**src/rtl/sprite_animator.sv**
```systemverilog
// Sprite motion/animation sequencer: on every tick it walks all sprites, moves and
// bounces each one, advances its animation frame and streams the update over valid/ready.
module sprite_animator #(
  parameter int NUM_SPRITES = 4,
  parameter int TICK_PERIOD = 25000000,
  parameter int X_W         = 10,
  parameter int Y_W         = 9,
  parameter int SCREEN_W    = 640,
  parameter int SCREEN_H    = 480,
  parameter int SPRITE_W    = 32,
  parameter int SPRITE_H    = 32,
  parameter int DV_W        = 4,
  parameter int SEL_W       = 5,
  parameter int ANIM_FRAMES = 2,
  localparam int IDX_W      = (NUM_SPRITES > 1) ? $clog2(NUM_SPRITES) : 1
) (
  input  logic                   clk,
  input  logic                   rst,
  input  logic                   enable,
  input  logic                   cfg_we,
  input  logic [IDX_W-1:0]       cfg_idx,
  input  logic [X_W-1:0]         cfg_x,
  input  logic [Y_W-1:0]         cfg_y,
  input  logic signed [DV_W-1:0] cfg_dx,
  input  logic signed [DV_W-1:0] cfg_dy,
  input  logic [SEL_W-1:0]       cfg_sel,
  input  logic                   cfg_vis,
  output logic                   busy,
  output logic                   upd_valid,
  input  logic                   upd_ready,
  output logic [IDX_W-1:0]       upd_idx,
  output logic [X_W-1:0]         upd_x,
  output logic [Y_W-1:0]         upd_y,
  output logic [SEL_W-1:0]       upd_sel,
  output logic                   upd_visible,
  output logic                   pass_done,
  output logic                   tick_overrun
);

  localparam int CNT_W   = $clog2(TICK_PERIOD);
  localparam int FRAME_W = (ANIM_FRAMES > 1) ? $clog2(ANIM_FRAMES) : 1;
  localparam logic signed [X_W:0]   X_LIM_S  = (X_W+1)'(SCREEN_W - SPRITE_W);
  localparam logic signed [Y_W:0]   Y_LIM_S  = (Y_W+1)'(SCREEN_H - SPRITE_H);
  localparam logic [IDX_W-1:0]      LAST_IDX = IDX_W'(NUM_SPRITES - 1);
  localparam logic [FRAME_W-1:0]    LAST_FRM = FRAME_W'(ANIM_FRAMES - 1);
  localparam logic signed [DV_W-1:0] DV_MIN  = {1'b1, {(DV_W-1){1'b0}}};
  localparam logic signed [DV_W-1:0] DV_MINP = {1'b1, {(DV_W-2){1'b0}}, 1'b1};

  typedef enum logic [1:0] {IDLE, CALC, PRESENT} state_t;

  state_t state_reg, state_next;
  logic [CNT_W-1:0] tick_cnt_reg;
  logic tick, accept, last, cfg_ok;
  logic [IDX_W-1:0] idx_reg;

  logic [X_W-1:0]         x_mem     [NUM_SPRITES];
  logic [Y_W-1:0]         y_mem     [NUM_SPRITES];
  logic signed [DV_W-1:0] dx_mem    [NUM_SPRITES];
  logic signed [DV_W-1:0] dy_mem    [NUM_SPRITES];
  logic [SEL_W-1:0]       sel_mem   [NUM_SPRITES];
  logic [FRAME_W-1:0]     frame_mem [NUM_SPRITES];
  logic                   vis_mem   [NUM_SPRITES];

  logic [X_W-1:0]         nx_reg;
  logic [Y_W-1:0]         ny_reg;
  logic signed [DV_W-1:0] ndx_reg, ndy_reg;
  logic [FRAME_W-1:0]     nframe_reg;
  logic [SEL_W-1:0]       upd_sel_reg;
  logic                   upd_vis_reg;
  logic                   pass_done_reg, tick_overrun_reg;

  logic signed [X_W:0]    nx_sum;
  logic signed [Y_W:0]    ny_sum;
  logic [X_W-1:0]         x_new;
  logic [Y_W-1:0]         y_new;
  logic signed [DV_W-1:0] dx_new, dy_new, cfg_dx_sat, cfg_dy_sat;
  logic [FRAME_W-1:0]     frame_new;
  logic [SEL_W-1:0]       sel_new;

  assign tick   = enable && (tick_cnt_reg == CNT_W'(TICK_PERIOD - 1));
  assign accept = (state_reg == PRESENT) && upd_ready;
  assign last   = (idx_reg == LAST_IDX);
  assign cfg_ok = cfg_we && (state_reg == IDLE) &&
                  ({1'b0, cfg_idx} < (IDX_W+1)'(NUM_SPRITES));

  // The most negative velocity has no positive counterpart, so clamp it to keep -dx exact.
  assign cfg_dx_sat = (cfg_dx == DV_MIN) ? DV_MINP : cfg_dx;
  assign cfg_dy_sat = (cfg_dy == DV_MIN) ? DV_MINP : cfg_dy;

  always_ff @(posedge clk) begin
    if (rst)
      tick_cnt_reg <= '0;
    else if (enable)
      tick_cnt_reg <= tick ? '0 : tick_cnt_reg + 1'b1;
  end

  always_comb begin
    nx_sum = $signed({1'b0, x_mem[idx_reg]}) +
             $signed({{(X_W+1-DV_W){dx_mem[idx_reg][DV_W-1]}}, dx_mem[idx_reg]});
    ny_sum = $signed({1'b0, y_mem[idx_reg]}) +
             $signed({{(Y_W+1-DV_W){dy_mem[idx_reg][DV_W-1]}}, dy_mem[idx_reg]});
    x_new  = nx_sum[X_W-1:0];
    dx_new = dx_mem[idx_reg];
    y_new  = ny_sum[Y_W-1:0];
    dy_new = dy_mem[idx_reg];
    if (nx_sum[X_W]) begin
      x_new  = '0;
      dx_new = -dx_mem[idx_reg];
    end else if (nx_sum > X_LIM_S) begin
      x_new  = X_LIM_S[X_W-1:0];
      dx_new = -dx_mem[idx_reg];
    end
    if (ny_sum[Y_W]) begin
      y_new  = '0;
      dy_new = -dy_mem[idx_reg];
    end else if (ny_sum > Y_LIM_S) begin
      y_new  = Y_LIM_S[Y_W-1:0];
      dy_new = -dy_mem[idx_reg];
    end
    frame_new = (frame_mem[idx_reg] == LAST_FRM) ? '0 : frame_mem[idx_reg] + 1'b1;
    sel_new   = sel_mem[idx_reg] + SEL_W'(frame_new);
  end

  always_comb begin
    state_next = state_reg;
    case (state_reg)
      IDLE:    if (tick) state_next = CALC;
      CALC:    state_next = PRESENT;
      PRESENT: if (upd_ready) state_next = last ? IDLE : CALC;
      default: state_next = IDLE;
    endcase
  end

  always_ff @(posedge clk) begin
    if (rst) begin
      state_reg        <= IDLE;
      idx_reg          <= '0;
      nx_reg           <= '0;
      ny_reg           <= '0;
      ndx_reg          <= '0;
      ndy_reg          <= '0;
      nframe_reg       <= '0;
      upd_sel_reg      <= '0;
      upd_vis_reg      <= 1'b0;
      pass_done_reg    <= 1'b0;
      tick_overrun_reg <= 1'b0;
    end else begin
      state_reg     <= state_next;
      pass_done_reg <= accept && last;
      if (tick && (state_reg != IDLE))
        tick_overrun_reg <= 1'b1;
      if (state_reg == CALC) begin
        nx_reg      <= x_new;
        ny_reg      <= y_new;
        ndx_reg     <= dx_new;
        ndy_reg     <= dy_new;
        nframe_reg  <= frame_new;
        upd_sel_reg <= sel_new;
        upd_vis_reg <= vis_mem[idx_reg];
      end
      if (accept)
        idx_reg <= last ? '0 : idx_reg + 1'b1;
    end
  end

  // Config writes only happen in IDLE, so they never collide with a write-back.
  always_ff @(posedge clk) begin
    if (rst) begin
      for (int i = 0; i < NUM_SPRITES; i++) begin
        x_mem[i]     <= '0;
        y_mem[i]     <= '0;
        dx_mem[i]    <= '0;
        dy_mem[i]    <= '0;
        sel_mem[i]   <= '0;
        frame_mem[i] <= '0;
        vis_mem[i]   <= 1'b0;
      end
    end else if (cfg_ok) begin
      x_mem[cfg_idx]     <= cfg_x;
      y_mem[cfg_idx]     <= cfg_y;
      dx_mem[cfg_idx]    <= cfg_dx_sat;
      dy_mem[cfg_idx]    <= cfg_dy_sat;
      sel_mem[cfg_idx]   <= cfg_sel;
      frame_mem[cfg_idx] <= '0;
      vis_mem[cfg_idx]   <= cfg_vis;
    end else if (accept) begin
      x_mem[idx_reg]     <= nx_reg;
      y_mem[idx_reg]     <= ny_reg;
      dx_mem[idx_reg]    <= ndx_reg;
      dy_mem[idx_reg]    <= ndy_reg;
      frame_mem[idx_reg] <= nframe_reg;
    end
  end

  assign busy         = (state_reg != IDLE);
  assign upd_valid    = (state_reg == PRESENT);
  assign upd_idx      = idx_reg;
  assign upd_x        = nx_reg;
  assign upd_y        = ny_reg;
  assign upd_sel      = upd_sel_reg;
  assign upd_visible  = upd_vis_reg;
  assign pass_done    = pass_done_reg;
  assign tick_overrun = tick_overrun_reg;

endmodule

```
**config.mk**
```make
export PLATFORM = sky130hd
export DESIGN_NAME = sprite_animator
export DESIGN_NICKNAME = d
export VERILOG_FILES = /design/src/rtl/sprite_animator.sv
export SDC_FILE = /design/constraint.sdc
export NUM_CORES = 1
export LEC_CHECK = 0
export ABC_CLOCK_PERIOD_IN_PS = 3700
export BUFFER_PORTS_ARGS = -buffer_cell sky130_fd_sc_hd__buf_4
export CAP_MARGIN = 20
export CORE_ASPECT_RATIO = 0.7
export CORE_MARGIN = 5
export CORE_UTILIZATION = 44
export CTS_BUF_LIST = sky130_fd_sc_hd__clkbuf_2 sky130_fd_sc_hd__clkbuf_4 sky130_fd_sc_hd__clkbuf_8
export DETAILED_ROUTE_END_ITERATION = 10
export PLACE_DENSITY = 0.74
export SYNTH_ARGS = -nofsm -noshare
export SYNTH_HDL_FRONTEND = slang
export SYNTH_SLANG_ARGS = --single-unit
```
**constraint.sdc**
```tcl
create_clock -name clk -period 3.7 [get_ports clk]
set_input_delay 0.37 -clock clk [delete_from_list [all_inputs] [get_ports clk]]
set_output_delay 0.37 -clock clk [all_outputs]
set_load 0.02 [all_outputs]
```
# [Word level (Yosys, flattened, before mapping)]
# Memories as Yosys holds them, arrays and structs flattened. A register that Yosys moved wholly into a read port is not among the register bits.
# Cells that the tools add are included.
[classes] bitwise_logic=0 muxes=74 magnitude_cmp=2 n_shift=0 div_mod_pow=0 n_addsub=8 multipliers=0 n_reduce_logical=20 eq_ne=8
[ops] operator="2-bit 2-to-1 mux" n=27
[ops] operator="10-bit 2-to-1 mux" n=4
[ops] operator="4-bit 2-to-1 mux" n=10
[ops] operator="9-bit 2-to-1 mux" n=4
[ops] operator="1-bit 2-to-1 mux" n=26
[ops] operator="25-bit by 1-bit adder with 25-bit output, second input constant" n=1
[ops] operator="25-bit equality test, second input constant" n=1
[ops] operator="25-bit 2-to-1 mux" n=1
[ops] operator="10-bit OR reduction" n=2
[ops] operator="9-bit OR reduction" n=2
[ops] operator="4-bit OR reduction" n=4
[ops] operator="11-bit by 4-bit adder with 11-bit output" n=1
[ops] operator="11-bit > comparator, second input constant" n=1
[ops] operator="10-bit by 4-bit adder with 10-bit output" n=1
[ops] operator="10-bit > comparator, second input constant" n=1
[ops] operator="4-bit equality test, second input constant" n=2
[ops] operator="4-bit negation" n=2
[ops] operator="2-bit case mux with 3 select lines" n=1
[ops] operator="5-bit by 1-bit adder with 5-bit output" n=1
[ops] operator="1-bit logical AND" n=5
[ops] operator="5-bit 2-to-1 mux" n=1
[ops] operator="5-bit OR reduction" n=1
[ops] operator="2-bit equality test, second input constant" n=2
[ops] operator="1-bit OR reduction" n=3
[ops] operator="other kinds (8)" n=8
[totals] reg_bits=64 n_memories=7 romBits=0 inputBits=40 word_cells=130 mem_bits_rw=136 latch_bits=0 output_inout_bits=31
[mem_list] memory="x_mem" words=4 word_bits=10 read_ports=1 rd_clocked_by_memory_dff=1 write_ports=4 line="56" rtl="logic [X_W-1:0] x_mem [NUM_SPRITES];"
[mem_list] memory="y_mem" words=4 word_bits=9 read_ports=1 rd_clocked_by_memory_dff=1 write_ports=4 line="57" rtl="logic [Y_W-1:0] y_mem [NUM_SPRITES];"
[mem_list] memory="sel_mem" words=4 word_bits=5 read_ports=1 rd_clocked_by_memory_dff=1 write_ports=4 line="60" rtl="logic [SEL_W-1:0] sel_mem [NUM_SPRITES];"
[mem_list] memory="dx_mem" words=4 word_bits=4 read_ports=1 rd_clocked_by_memory_dff=1 write_ports=4 line="58" rtl="logic signed [DV_W-1:0] dx_mem [NUM_SPRITES];"
[mem_list] memory="dy_mem" words=4 word_bits=4 read_ports=1 rd_clocked_by_memory_dff=1 write_ports=4 line="59" rtl="logic signed [DV_W-1:0] dy_mem [NUM_SPRITES];"
[mem_list] memory="frame_mem" words=4 word_bits=1 read_ports=1 rd_clocked_by_memory_dff=1 write_ports=4 line="61" rtl="logic [FRAME_W-1:0] frame_mem [NUM_SPRITES];"
[mem_list] memory="1 more memories"

# [Logic depth before layout (Yosys ltp)]
[depth] depth_word=8 depth_mapped=15 mapped_depth_nobuf=11

# [Least setup slack after synthesis]
# OpenSTA, ideal clock, no wires.
[synth_timing] path_type="reg2reg" start="register (tool-made name)" end="register nx_reg[1] (netlist: upd_x[1])" path_buffers=3 required_time_ps=3630 synth_period_minus_slack_ps=3991 arrival_time_ps=3921 setup_time_ps=70 path_stages_with_launch=13 setup_slack_ps=-291 path_cell_list="dfxtp_1 > buf_2 > buf_2 > buf_1 > mux4_2 > ha_1 > a21o_1 > or4_1 > o22ai_1 > xnor2_1 > o21a_1 > or4_1 > a21oi_1"
[synth_rtl] item="to (signal assigned)" line="153" rtl="nx_reg <= x_new;"
[synth_rtl] item="to (decl)" line="64" rtl="logic [X_W-1:0] nx_reg;"

==> impl_metrics.csv <==
group,metric,value,unit
placed_design,gp_congestion,0.937,
floorplan,start_util,45.0,%
global_route,grt_max_degree,62,
synthesis,synth_common_cells,"nor2_1, edfxtp_1, dfxtp_1",
critical_path,worstSetupPathType,"register to register",
synthesis,syn_area,0.00983,sq mm
synthesis,yosys_warnings,0,
critical_path,cpMostUsedCell,"nand3_2",
synthesis,syn-num-nets,944,
critical_path,crit_path_end_kind,"register",
layout,largest_reg_flops,40,
sta,setup_viol,0,
placed_design,dpl-instance-area,0.0108,sq mm
critical_path,worstPathCellList,"buf_12, mux4_2, ha_4, nand3_2, or4_1, a311o_1, nand3_2, a41oi_4, or3_1, a311oi_2",
critical_path,start_kind,"register",
sta,hold_viol_final,0,
routing,wire_per_inst,19.3,um
sta,worst_pin_slew,0.890,ns
synthesis,yosysMostFrequentCell,"nor2_1",
clock_tree,h-tree-depth,1,
layout,nNetsFinal,1034,
synthesis,syn-instance-count,877,
layout,n_antenna_cell,0,
sta,finClkSkew,0.0208,ns
layout,utilization,53.0,%
floorplan,rows,45,
layout,drive_above_1_share,21.8,%
clock_tree,cts.root.buffer_cell,"clkbuf_8",
job,cap_violations,0,
synthesis,synth.top_cell.area_share,41.6,%
synthesis,ys.flop_type,"edfxtp_1",
routing,via_per_inst,5.72,
floorplan,ioPinCount,71,
sta,min_period,3.67,ns
clock_tree,clk_pin_slew,0.06,ns
placed_design,dpl.hpwl,16.5,mm
run_status,status,"finished clean",
synthesis,synth_area_leader_cell,"edfxtp_1",
floorplan,die_h,135,um
layout,final_area,0.0116,sq mm
synthesis,synth_seq_cells,203,
sta,fin_crit_sh,99.3,%
clock_tree,cts_tree,"yes",
synthesis,synth_cell_type_count,65,
pwr,power.density,422,mW/mm^2
clock_tree,insertion_delay,0.57,ns
clock_tree,clock_path_buffers,3,
sta,fmax,272,MHz
critical_path,r2r_setup_slack,0.03,ns
global_route,antenna_found_initial,0,
floorplan,die_w,189,um
routing,drc,0,
global_route,grtUsageTotal,18.9,%
critical_path,max_stage_delay,0.65,ns
clock_tree,cts_sinks,203,
sta,hold_slack,0.101,ns
routing,drt-initial-drc-count,707,
sta,setup_tns,0,ns
placed_design,io_buffers,70,
synthesis,synth_edf_count,136,
clock_tree,cts_buffers,31,
routing,ant_nets,0,
routing,firstDrtPassIters,5,
global_route,grt_pass1_wl,38.9,mm
synthesis,syn-mean-instance-area,11.2,sq um
global_route,grt_pass1_vias,7068,
synthesis,yosys-top-cells-area,"edfxtp_1, dfxtp_1, mux4_2",
routing,wirelength,24.6,mm
pwr,total_power,4.88,mW
sta,finalMaxSlewViolations,0,
synthesis,synth_seq_area_share,55.2,%
floorplan,die-area,0.0255,sq mm
critical_path,cp_max_fo,12,
pwr,p_leak,4.41,nW
pwr,vdd_drop_max,259,uV
floorplan,core-area,0.0218,sq mm
global_route,grt.overflow.total,0,
hold_path,hold_class,"input pin to register",
routing,vias,7269,
sta,slew_headroom,40.7,%
synthesis,async_flop_share,0,%
layout,syn_to_final_growth,17.9,%
critical_path,crit_slowest_cell,"mux4_2",
critical_path,cp.arrival,4.13,ns
critical_path,required,4.16,ns
## metrics by stage
| stage | std cells | setup WS (ns) |
|---|---|---|
| final | 1271 | 0.0272 |
| after detailed placement | 1211 | 0.0436 |
| after global routing | 1271 | -0.0548 |
| after global placement | 1211 | 0.233 |
| after floorplan | 877 | 0.0737 |
| after CTS | 1266 | 0.00403 |
## final cells by class
cell class | count | area [sq um]
fillers | 1869 | 10300
flip-flops and latches | 203 | 5430
multi-input cells | 581 | 4200
repair buffers | 99 | 802
clock buffers | 45 | 544
well taps | 282 | 353
inverters | 51 | 191
clock inverters | 10 | 73.8
## routing by layer
metal,vias up,global-route usage [%],routed length [um]
li1,3410,-,-
met1,3538,28.1,11200
met2,285,29.0,10900
met3,36,4.03,2060
met4,0,3.76,344
met5,-,0,0
## kinds of logic (layout without fill, tap and decap cells)
family | after synthesis | in the layout | synth area share, %
compound gates | 143 | 143 | 10.0
fa+ha+maj | 27 | 27 | 3.59
simple gates | 342 | 342 | 16.7
flops | 203 | 203 | 55.2
buf+inv | 93 | 205 | 3.59
xor+xnor | 34 | 34 | 3.03
mux | 35 | 35 | 7.89
## worst paths after layout
path | startpoint | end | cells after the start
worst max-delay path | register | ndy_reg[3] | 10
worst min-delay path | cfg_sel[4] | sel_mem[3][4] | 2
worst max register to register | register | ndy_reg[3] | 10
worst min register to register | upd_visible | upd_visible | 2
## cells in the final DEF, fill, tap and decap left out, types with 18 or more instances in the layout
cell type,n
nand3_1,28
nor2_1,150
dfxtp_1,66
clkbuf_8,33
xor2_1,22
ha_1,20
and2_1,22
a22oi_1,29
edfxtp_1,136
buf_4,94
nand4_1,18
inv_1,51
nand2_1,45
mux4_2,34
a21oi_1,44
## critical path: cells and delay by family, from the launching register on
| kind | cells | cell delay, ns |
|---|---|---|
| compound gates | 3 | 0.76 |
| fa+ha+maj | 1 | 0.36 |
| buf+inv | 1 | 0.19 |
| flops | 1 | 0.41 |
| mux | 1 | 0.65 |
| simple gates | 4 | 1.18 |
## repair_timing
item,CTS,global route
gates resized for setup,0,22
buffers inserted,0,4
hold buffers,0,0
setup endpoints to repair,0,15
## report_power, final
group          switching, mW  internal [mW]
Sequential            0.0244           2.51
Clock                  0.876           1.01
Combinational          0.285          0.181
Total                   1.19           3.70
No activity file was read; power rests on OpenSTA's default activity.
